<file path="src/rtl/pipeline_merge.sv">
// Two-to-one valid/ready merge into a registered 2-entry output buffer.
// Define PIPELINE_MERGE_FAIR_EN for round-robin instead of main priority.
module pipeline_merge #(
  parameter int DW = 8
) (
  input  logic          clk_i,
  input  logic          arst_i,
  input  logic          clear_i,
  input  logic [DW-1:0] data_in_main_i,
  input  logic          data_in_main_valid_i,
  output logic          data_in_main_ready_o,
  input  logic [DW-1:0] data_in_secondary_i,
  input  logic          data_in_secondary_valid_i,
  output logic          data_in_secondary_ready_o,
  output logic [DW-1:0] data_out_o,
  output logic          data_out_valid_o,
  input  logic          data_out_ready_i,
  output logic          data_out_src_o
);

  typedef struct packed {
    logic          src;
    logic [DW-1:0] data;
  } entry_t;

  entry_t     mem [2];
  logic       head;
  logic       tail;
  logic [1:0] count;

  logic   space;
  logic   push_m;
  logic   push_s;
  logic   push;
  logic   pop;
  entry_t push_e;

  // Ready comes from the registered count only, never from the output side.
  assign space = (count < 2'd2);

`ifdef PIPELINE_MERGE_FAIR_EN
  logic pref;
  logic both;

  assign both = data_in_main_valid_i & data_in_secondary_valid_i;

  always_comb begin
    data_in_main_ready_o      = space;
    data_in_secondary_ready_o = space;
    if (both) begin
      data_in_main_ready_o      = space & ~pref;
      data_in_secondary_ready_o = space & pref;
    end
  end

  always_ff @(posedge clk_i or posedge arst_i) begin
    if (arst_i) begin
      pref <= 1'b0;
    end else if (clear_i) begin
      pref <= 1'b0;
    end else if (push_m) begin
      pref <= 1'b1;
    end else if (push_s) begin
      pref <= 1'b0;
    end
  end
`else
  assign data_in_main_ready_o      = space;
  assign data_in_secondary_ready_o = space & ~data_in_main_valid_i;
`endif

  assign push_m = data_in_main_valid_i & data_in_main_ready_o;
  assign push_s = data_in_secondary_valid_i
                & data_in_secondary_ready_o;
  assign push   = push_m | push_s;

  always_comb begin
    push_e.src  = 1'b0;
    push_e.data = data_in_main_i;
    if (push_s) begin
      push_e.src  = 1'b1;
      push_e.data = data_in_secondary_i;
    end
  end

  assign data_out_valid_o = (count != 2'd0);
  assign data_out_o       = mem[head].data;
  assign data_out_src_o   = mem[head].src;
  assign pop              = data_out_valid_o & data_out_ready_i;

  always_ff @(posedge clk_i or posedge arst_i) begin
    if (arst_i) begin
      head  <= 1'b0;
      tail  <= 1'b0;
      count <= 2'd0;
      for (int i = 0; i < 2; i++) begin
        mem[i] <= '0;
      end
    end else if (clear_i) begin
      head  <= 1'b0;
      tail  <= 1'b0;
      count <= 2'd0;
      for (int i = 0; i < 2; i++) begin
        mem[i] <= '0;
      end
    end else begin
      if (push) begin
        mem[tail] <= push_e;
        tail      <= ~tail;
      end
      if (pop) begin
        head <= ~head;
      end
      unique case ({push, pop})
        2'b10:   count <= count + 2'd1;
        2'b01:   count <= count - 2'd1;
        default: count <= count;
      endcase
    end
  end

endmodule

</file>
<file path="config.mk">
export PLATFORM = sky130hd
export DESIGN_NAME = pipeline_merge
export DESIGN_NICKNAME = d
export VERILOG_FILES = /design/src/rtl/pipeline_merge.sv
export SDC_FILE = /design/constraint.sdc
export NUM_CORES = 1
export LEC_CHECK = 0
export CAP_MARGIN = 20
export CORE_UTILIZATION = 49
export DETAILED_ROUTE_END_ITERATION = 12
export MAX_ROUTING_LAYER = met4
export PLACE_DENSITY = 0.83
export SETUP_SLACK_MARGIN = 0.1
export SLEW_MARGIN = 30
export SYNTH_ARGS = -nofsm -noshare
export SYNTH_HDL_FRONTEND = slang
export SYNTH_SLANG_ARGS = --single-unit
</file>
<file path="constraint.sdc">
create_clock -name clk_i -period 4.1 [get_ports clk_i]
set_clock_uncertainty 0.2 [all_clocks]
set_input_delay 0.82 -clock clk_i [delete_from_list [all_inputs] [get_ports clk_i]]
set_output_delay 0.82 -clock clk_i [all_outputs]
set_load 0.01 [all_outputs]
</file>
==> flow_metrics.py <==
metrics = {
    "global_route": {
        "grtUsageTotal_pct": 24.3,
        "grt_pass1_wl_um": 4220,
        "grt_pass1_vias": 906,
        "grt_max_degree": 23,
        "antenna_found_initial": 0,
        "grt_remaining_overflow": 0,
    },
    "finish": {
        "drive_gt1_share_pct": 6.50,
        "num-nets-final": 146,
        "final_util_pct": 71.4,
        "syn_to_final_growth_pct": 31.8,
        "fill_cells": 153,
        "antennaDiodeCount": 0,
    },
    "synthesis": {
        "yosys_register_bits": 22,
        "yosysTopAreaCell": "dfrtp_1",
        "yosysSeqAreaShare_pct": 49.8,
        "yosysUniqueCellTypes": 23,
        "syn_area_um2": 1110,
        "syn_nets": 116,
        "yosys_warnings": 0,
        "syn_avg_cell_area_um2": 11.8,
        "synth_area_leaders": "dfrtp_1, o2bb2ai_1, mux2_1, a22oi_1, a21oi_4",
        "synth_top_area_share_pct": 49.8,
        "syn_inst": 94,
    },
    "critical_path": {
        "crit_arrival_ns": 2.28,
        "required_ns": 3.08,
        "path_cells": "clkdlybuf4s50_1 -> nor2_1 -> clkdlybuf4s50_1",
        "endpoint_kind": "primary output",
        "ff2ff_path_depth": 3,
        "start_kind": "primary input",
        "crit_top_cell": "clkdlybuf4s50_1",
        "worst-path-max-fanout": 14,
        "critPathMaxStageDelay_ns": 0.70,
        "path_class": "in -> out",
        "slowest_stage": "clkdlybuf4s50_1",
    },
    "timing": {
        "slew_viol_final": 0,
        "fin_tns_setup_ns": 0,
        "setup_viol": 0,
        "worstMarginPinSlew_ns": 0.826,
        "hold_violations": 0,
        "fin_ws_ns": 0.798,
        "maxSlewHeadroom_pct": 44.9,
        "hold-worst-slack_ns": 0.299,
        "fin_crit_ns": 3.30,
        "min_period_over_period_pct": 80.5,
        "fmax_mhz": 303,
        "rsz0062_at_grt": "false",
    },
    "pwr": {
        "p_int_w": 0.000352,
        "p_leak_nw": 0.607,
        "clkPwrFrac_pct": 24.7,
        "ir_drop_mv": 0.253,
        "fin_total_pwr_w": 0.000485,
        "p_per_area_nw_per_um2": 333,
        "power_frac_seq_pct": 51.3,
        "netSwitchingPower_w": 0.000134,
        "swShare_pct": 27.6,
        "pwr-share-comb_pct": 24.0,
    },
    "route": {
        "routedWlPerCell_um": 17.0,
        "via_per_inst": 5.97,
        "ant_nets": 0,
        "drt_drc_violations_left": 0,
        "drtPass1Iterations": 4,
        "vias": 895,
        "drt-total-wl_um": 2550,
        "drt_iter0_markers": 24,
    },
    "clocking": {
        "cts_root_buffer": "clkbuf_4",
        "tritoncts": "yes",
        "post_cts_buffers": 0,
        "ctsHtreeMaxLevel": 1,
        "path_clk_slew_ns": 0.12,
        "cts-buffers-inserted": 3,
        "cts_resized": 0,
        "cts.sinks": 22,
        "max-clock-path-buffers": 2,
        "clk_latency_ns": 0.31,
        "hold_buffers": 0,
    },
    "floorplan": {
        "die_x_um": 49.5,
        "die_area_um2": 2450,
        "initial_core_util_pct": 54.2,
        "ios": 34,
        "die_h_um": 49.5,
        "coreArea_um2": 2040,
        "num_rows": 16,
    },
    "placed_design": {
        "place_congestion": 0.782,
        "dp_hpwl_um": 1690,
        "port-buffer-count": 33,
        "post-place-ws_ns": 0.836,
    },
    "hold_path": {
        "holdPathStages": 1,
        "hold_path.class": "reg -> reg",
    },
    "run_status": {
        "status": "finished clean",
    },
    "job": {
        "max_cap_viol_count": 0,
    },
}
==> area by class of cell <==
cell class | count | area, µm² | share of cell area (%)
multi-input combinational | 62 | 499 | 34.2
tap | 27 | 33.8 | 2.32
timing repair buffer | 33 | 330 | 22.7
inverter | 2 | 7.51 | 0.515
clock buffer | 4 | 36.3 | 2.49
sequential | 22 | 551 | 37.8
==> critical path: cells and delay by family <==
family                 cells  cell delay (ns)
buffers and inverters      2             1.26
AND/OR/NAND/NOR            1             0.21
==> sequential cells by signal (all words and copies together) (netlist names) <==
name and count:
head 1, tail 1, mem 18, count 2
==> layer usage <==
metal	up-vias	GRT usage [%]	part of all wire, %
li1	410	-	-
met1	452	32.4	44
met2	29	37.9	50
met3	4	2.78	4.1
met4	0	10.0	1.9
met5	-	-	0
==> Yosys cell counts <==
| library cell | number |
|---|---|
| a211oi_1 | 2 |
| o21ai_0 | 1 |
| or3_4 | 1 |
| nor2_2 | 1 |
| a21oi_4 | 2 |
| nor2_1 | 4 |
| or2_1 | 2 |
| xor2_1 | 2 |
| nand2b_1 | 2 |
| inv_1 | 2 |
| buf_6 | 2 |
| buf_2 | 3 |
| o2bb2ai_1 | 16 |
| nand2_1 | 1 |
| nor2b_1 | 2 |
| o21ai_1 | 1 |
| a22oi_1 | 10 |
| dfrtp_1 | 22 |
| clkbuf_1 | 3 |
| a21oi_1 | 4 |
| or3_1 | 1 |
| mux2_1 | 9 |
| and2b_1 | 1 |
==> path summary, 6_finish.rpt <==
path,from,to,slack [ns]
worst max-delay path,data_in_main_valid_i,data_in_secondary_ready_o,0.80
worst min-delay path,mem[15],mem[15],0.30
worst max register to register,count[1],mem[2],2.52
worst min register to register,mem[15],mem[15],0.30
max in group asynchronous,arst_i,mem[0],2.43
min in group asynchronous,arst_i,head,0.76
==> power by group through the flow <==
stage	combinational, W	sequential (W)	clock [W]
global route	0.000126	0.000252	0.000135
CTS	0.000117	0.000249	0.000121
floorplan	0.0000703	0.000244	0
detailed placement	0.000116	0.000253	0
global placement	0.000114	0.000251	0
finish	0.000117	0.000249	0.000120
==> kinds of logic after synthesis <==
logic type	synth area share [%]
AO/OA/AOI/OAI	26.5
flip-flops	49.8
AND/OR/NAND/NOR	7.92
buffers and inverters	5.09
multiplexers	9.16
XOR/XNOR	1.58
==> cells in the final DEF, fill, tap and decap left out, types with 2 or more instances in the layout <==
cell type	instances
a22oi_1	10
clkdlybuf4s50_1	33
clkbuf_4	3
a21oi_4	2
nand2b_1	2
xor2_1	2
a211oi_1	2
nor2_1	4
or2_1	2
mux2_1	9
a21oi_1	4
dfrtp_1	22
o2bb2ai_1	16
nor2b_1	2
inv_1	2
==> metrics by stage <==
stage	std cells	instance area, µm²
global route	150	1460
floorplan	94	1110
CTS	150	1460
finish	150	1460
global placement	146	1420
detailed placement	146	1420
Note: power is estimated with default switching activity, not from simulation.
